<file path="src/rtl/serial_comparator_ctrl.sv">
// Bit-serial magnitude comparator: walks two latched operands MSB-first, one bit per
// cycle, and stops at the first differing bit.
module serial_comparator_ctrl #(
  parameter int WIDTH = 8
) (
  input  logic                         clk,
  input  logic                         rst_n,
  input  logic                         start,
  input  logic                         abort,
  input  logic [WIDTH-1:0]             b,
  input  logic [WIDTH-1:0]             a,
  output logic                         busy,
  output logic                         done,
  output logic                         b_gt,
  output logic                         b_a_eq,
  output logic                         a_gt,
  output logic [$clog2(WIDTH+1)-1:0]   bits_used
);

  localparam int IW = (WIDTH > 1) ? $clog2(WIDTH) : 1;
  localparam int CW = $clog2(WIDTH + 1);

  typedef enum logic [1:0] {IDLE, RUN, DONE} state_t;

  state_t           state;
  state_t           state_next;
  logic [WIDTH-1:0] a_r;
  logic [WIDTH-1:0] b_r;
  logic [IW-1:0]    idx;
  logic [CW-1:0]    cnt;
  logic             bit_diff;
  logic             last_bit;

  assign bit_diff = a_r[idx] ^ b_r[idx];
  assign last_bit = (idx == '0);

  always_comb begin
    state_next = state;
    busy       = 1'b0;
    done       = 1'b0;
    unique case (state)
      IDLE: begin
        if (start) state_next = RUN;
      end
      RUN: begin
        busy = 1'b1;
        // abort wins even over the compare that would have finished the run
        if (abort)                    state_next = IDLE;
        else if (bit_diff || last_bit) state_next = DONE;
      end
      DONE: begin
        done       = 1'b1;
        state_next = IDLE;
      end
      default: state_next = IDLE;
    endcase
  end

  always_ff @(posedge clk) begin
    if (!rst_n) begin
      state     <= IDLE;
      b_gt      <= 1'b0;
      b_a_eq    <= 1'b0;
      a_gt      <= 1'b0;
      bits_used <= '0;
    end else begin
      state <= state_next;
      if (state == IDLE && start) begin
        b_gt      <= 1'b0;
        b_a_eq    <= 1'b0;
        a_gt      <= 1'b0;
        bits_used <= '0;
      end else if (state == RUN && !abort) begin
        if (bit_diff) begin
          b_gt      <= b_r[idx];
          a_gt      <= a_r[idx];
          bits_used <= cnt + 1'b1;
        end else if (last_bit) begin
          b_a_eq    <= 1'b1;
          bits_used <= CW'(WIDTH);
        end
      end
    end
  end

  // Operand shadow and bit walker: reloaded on every accepted start, so no reset needed.
  always_ff @(posedge clk) begin
    if (state == IDLE && start) begin
      a_r <= a;
      b_r <= b;
      idx <= IW'(WIDTH - 1);
      cnt <= '0;
    end else if (state == RUN && !abort) begin
      cnt <= cnt + 1'b1;
      if (!bit_diff && !last_bit) idx <= idx - 1'b1;
    end
  end

endmodule

</file>
<file path="config.mk">
export PLATFORM = sky130hd
export DESIGN_NAME = serial_comparator_ctrl
export DESIGN_NICKNAME = d
export VERILOG_FILES = /design/src/rtl/serial_comparator_ctrl.sv
export SDC_FILE = /design/constraint.sdc
export NUM_CORES = 1
export LEC_CHECK = 0
export BUFFER_PORTS_ARGS = -buffer_cell sky130_fd_sc_hd__buf_2
export CAP_MARGIN = 5
export CORE_MARGIN = 2
export CORE_UTILIZATION = 45
export DETAILED_ROUTE_END_ITERATION = 10
export PLACE_DENSITY = 0.7
export SYNTH_ARGS = -nofsm -noshare
export SYNTH_HDL_FRONTEND = slang
export SYNTH_SLANG_ARGS = --single-unit
</file>
<file path="constraint.sdc">
create_clock -name clk -period 3.4 [get_ports clk]
set_input_delay 0.51 -clock clk [delete_from_list [all_inputs] [get_ports clk]]
set_output_delay 0.51 -clock clk [all_outputs]
set_load 0.02 [all_outputs]
</file>
# ---- Word level (Yosys, flattened, before mapping)
# Index checks and enable logic that the tools add are counted.
# W data, S select, Z words.
dict set report word_totals {
  regBits 32
  latchBits 0
  ramBits 0
  romBits 0
  inputBits 20
  output_inout_bits 9
  elab_cells 47
  memories 0
}
dict set report op_classes {
  addsub 2
  n_mul 0
  div 0
  n_lt_le_gt_ge 1
  eq_ne 4
  shift 0
  n_mux 12
  bitwise_logic 3
  n_reduce_logical 16
}
# op n
set ops {}
lappend ops {{$mux W4} 2}
lappend ops {{$reduce_and A2 Y1} 4}
lappend ops {{$bmux W1 S3} 2}
lappend ops {{$mux W2} 3}
lappend ops {{$add A4 B1 Y4 const B} 1}
lappend ops {{$lt A3 B4 Y1 const B} 1}
lappend ops {{$mux W1} 4}
lappend ops {{$pmux W2 S2} 1}
lappend ops {{$logic_and A1 B1 Y1} 3}
lappend ops {{$logic_not A1 Y1} 3}
lappend ops {{$logic_not A3 Y1} 1}
lappend ops {{$ne A3 B3 Y1 const B} 1}
lappend ops {{$reduce_and A3 Y1} 1}
lappend ops {{$sub A3 B1 Y3 const B} 1}
lappend ops {{$eq A2 B1 Y1 const B} 1}
lappend ops {{$eq A2 B2 Y1 const B} 1}
lappend ops {{$logic_not A2 Y1} 1}
lappend ops {{$ne A2 B2 Y1 const B} 1}
lappend ops {{$not A1 Y1} 2}
lappend ops {{$reduce_bool A2 Y1} 1}
lappend ops {{$reduce_or A2 Y1} 1}
lappend ops {{$logic_or A1 B1 Y1} 1}
lappend ops {{$xor A1 B1 Y1} 1}

# ---- Depth between registers and ports, before layout
dict set report logic_depth {
  ltp_word 7
  mapped_depth 7
  depth_no_buf 6
}

# ---- Least setup slack after synthesis
# OpenSTA, ideal clock, no wires.
dict set report synth_path {
  path_type {input port to flip-flop}
  startpoint {input start}
  endpoint {register b_a_eq}
  t_arrival_ns 2.611
  path_slack_ns 0.667
  stages 3
  n_path_buf 0
  path_cell_list {nor3b_1 nand2b_1 nor2_1}
}
dict set report synth_between {
  elab_chain_cells 2
}
# element line_no
set synth_lines {}
lappend synth_lines {{start: declaration} 8} ;# input logic start,
lappend synth_lines {{$logic_and A1 B1 Y1} 68} ;# if (state == IDLE && start) begin
lappend synth_lines {{$reduce_or A2 Y1 (no line)} --}
lappend synth_lines {{end signal: assignment} 63} ;# b_a_eq <= 1'b0;
lappend synth_lines {{end signal: assignment} 70} ;# b_a_eq <= 1'b0;
lappend synth_lines {{end signal: assignment} 79} ;# b_a_eq <= 1'b1;
lappend synth_lines {{end: declaration} 15} ;# output logic b_a_eq,
# No other way between the ends.
# A chain may end at the register's enable or synchronous reset.

# ---- Final worst setup path
dict set report layout_path {
  startpoint {register idx[0]}
  endpoint {register idx[1]}
}
dict set report layout_between {
  elab_chain_cells 6
  elab_cells_between_ends 11
}
# element line_no
set layout_lines {}
lappend layout_lines {{start: declaration} 29} ;# logic [IW-1:0] idx;
lappend layout_lines {{start signal: assignment} 91} ;# idx <= IW'(WIDTH - 1);
lappend layout_lines {{start signal: assignment} 95} ;# if (!bit_diff && !last_bit) idx <= idx - 1'b1;
lappend layout_lines {{$bmux W1 S3} 34} ;# assign bit_diff = a_r[idx] ^ b_r[idx];
lappend layout_lines {{$mux W1 (implied by the code)} 34}
lappend layout_lines {{$xor A1 B1 Y1} 34}
lappend layout_lines {{$logic_not A1 Y1} 95}
lappend layout_lines {{$logic_and A1 B1 Y1} 95}
lappend layout_lines {{$reduce_and A2 Y1 (no line)} --}
# Several ways; a longest one is shown, not always the timed one. The select of a mux whose other input is x is not followed.

==> summary.txt <==
Status
  • Run status: finished clean

Synth
  • Asr flop ratio synth: 0%
  • Sequential area share after synthesis: 58.7%
  • Synthesized area: 1370 µm²
  • Synth unique cells: 30
  • Avg Cell Area, Syn: 12.5 µm²
  • Yosys warns: 0
  • Mapped Nets: 132
  • Synthesized netlist cell count: 109
  • Number of synthesized flops with an enable pin: 16
  • Seq cells post-synth: 32
  • Ys flop type: edfxtp_1

CTS
  • CTS max path bufs: 2
  • Sink Count: 32
  • CTS root buffer: clkbuf_4
  • H-tree levels: 2
  • Clk_lat worst skew: 0.33 ns
  • PostCTS Resize Cnt: 0
  • Post-CTS setup buffers: 0
  • CTS Buf Count: 5
  • Clock slew at reported path FFs: 0.10 ns
  • CTS tree: done
  • Hold buffers post-CTS: 0

STA
  • Final Hold Fails: 0
  • Setup TNS: 0 ns
  • Slew margin rel.: 54.3%
  • RSZ-0062 raised after global routing: false
  • Slew Limit Fails: 0
  • Clock skew: 0.0114 ns
  • FMAX: 452 MHz
  • Worst-margin pin slew: 0.684 ns
  • Final min period: 2.21 ns
  • Final setup fails: 0
  • Period utilization: 65.1%

Setup path
  • Bufs and invs on worst path: 0
  • Flop2flop setup slack: 1.19 ns
  • CP required: 3.66 ns
  • Max incr delay on CP: 0.58 ns
  • Worst r2r src: idx[0]
  • Reg-to-reg endpoint: idx[1]
  • Crit path max fanout: 10
  • CP delay by family, top: multiplexers
  • Path depth of the worst reg2reg path: 5
  • Crit Path Category: reg2reg
  • Startpoint types: register
  • Critical path data arrival time: 2.47 ns
  • CP endpoint kind: register
  • Critical path cell sequence: mux4_2, mux2i_4, xnor2_2, and3_1, mux2i_1
  • Critical path's slowest cell: mux4_2

Global route
  • Overflow after GRT: 0
  • Largest net degree at the start of global routing: 26
  • Number of global-route vias before repair: 927
  • Initial antenna violation count: 0
  • First-pass GRT wire length: 3860 µm
  • GRT Total Usage: 15.5%

Pwr
  • Power per standard cell area: 532 nW/µm²
  • LEAKAGE: 0.665 nW
  • Max VDD drop: 0.000277 V
  • Total power draw: 0.866 mW

Routing
  • DR pass1 iterations: 4
  • Vias after detailed routing: 901
  • WL/cell: 12.6 µm
  • WL final: 2190 µm
  • Residual DRC: 0
  • Routed Antenna Nets: 0
  • Vias per std cell: 5.18
  • Starting DRT DRC Count: 23

Floorplanning
  • Initial Utilization: 48.3%
  • Die height: 59.1 µm
  • I/O pins: 29
  • Row count: 19
  • Die ar.: 3490 µm²
  • Core footprint: 2830 µm²
  • Die width: 59.1 µm

Finish
  • Layout area overhead: 19.2%
  • Layout cells sized above 1: 32.2%
  • # diodes: 0
  • Finished Core Util: 57.5%
  • Fin nets: 165

Job
  • Number of max-cap violations: 0

Min path
  • Worst Hold Path EP: b_r[7]
  • Hold Crit Class: in2reg
  • Worst Hold Launch: b[7]
  • Hold path depth: 1

Placement
  • Hpwl dp: 1610 µm
  • Final GP Congestion: 0.760
  • I/O Buffers: 28
-- stage by stage --
| stage | cells | setup WS (ns) | cell area, µm² | hold slack [ns] |
|---|---|---|---|---|
| after detailed placement | 166 | 1.22 | 1540 | 0.470 |
| after global placement | 166 | 1.27 | 1540 | 0.447 |
| after global routing | 174 | 1.00 | 1630 | 0.323 |
| after CTS | 174 | 1.17 | 1630 | 0.340 |
| final | 174 | 1.19 | 1630 | 0.359 |
| after floorplan | 109 | 0.667 | 1370 | 0.454 |
-- where the power goes --
group / internal, mW / switching (mW) / leakage, nW
combinational: 0.0591 / 0.0676 / 0.332
clock: 0.166 / 0.126 / 0.0497
sequential: 0.432 / 0.0158 / 0.283
total: 0.657 / 0.209 / 0.665
-- area by class of cell --
type | instances | area (µm²)
clock buffers | 8 | 90.1
fillers | 240 | 1200
inverters | 4 | 15.0
multi-input cells | 70 | 536
flip-flops and latches | 32 | 801
well taps | 31 | 38.8
repair buffers | 29 | 148
-- registers in the layout, summed over array words and instances (netlist names) --
signal / count
b_a_eq: 1
cnt: 4
bits_used: 4
b_gt: 1
a_r: 8
idx: 3
state: 2
a_gt: 1
b_r: 8
-- how the worst max path moves through the flow --
stage,cells after the start,end,from
5_1_grt,5,idx[0],idx[0]
4_1_cts,5,idx[1],idx[0]
3_5_place_dp,5,idx[1],idx[0]
2_1_floorplan,3,b_a_eq,start
6_report,5,idx[1],idx[0]
3_3_place_gp,5,idx[0],idx[0]
-- cell usage after synthesis (all sizes together), types with 2 or more instances --
cell	count	area share, %
ha	3	2.8
nand2b	3	1.4
mux2i	4	4.8
xnor2	3	2.5
nand3	7	2.6
a21oi	5	1.8
or3	2	0.92
nand2	8	2.2
dfxtp	16	23
nor2	10	2.8
a31oi	3	1.4
o21ai	3	1.1
clkbuf	2	0.55
a21o	2	1.1
mux4	4	6.6
o21a	2	1.1
inv	4	1.1
xor2	3	1.9
edfxtp	16	35
nor2b	3	1.4
-- layout by cell type (no fill, tap or decap), types with 4 or more instances in the layout --
cell,instances
clkbuf_4,5
dfxtp_1,16
nand3_1,7
mux4_2,4
nand2_1,8
edfxtp_1,16
nor2_1,10
buf_2,28
a21oi_1,5
-- cell families (layout without fill, tap and decap cells) --
| group | after synthesis | count (layout) | synth area share, % |
|---|---|---|---|
| compound gates | 17 | 17 | 7.79 |
| xor+xnor | 6 | 6 | 4.40 |
| fa+ha+maj | 3 | 3 | 2.75 |
| buf+inv | 7 | 41 | 2.47 |
| flops | 32 | 32 | 58.7 |
| mux | 8 | 8 | 11.4 |
| simple gates | 36 | 36 | 12.6 |
-- per-layer routing --
layer  track usage [%]  wire length [µm]  up-vias
met5                 0                 0        -
met4              7.79                34        0
met3              6.55               112        4
li1                  -                 -      458
met2              25.9              1130       24
met1              16.8               912      415
-- worst register-to-register path, delay by kind of cell (launching register included) --
family,cells,cell delay (ns)
flops,1,0.54
simple gates,1,0.33
xor+xnor,1,0.24
mux,3,1.05
Power figures use the tool's default switching activity.
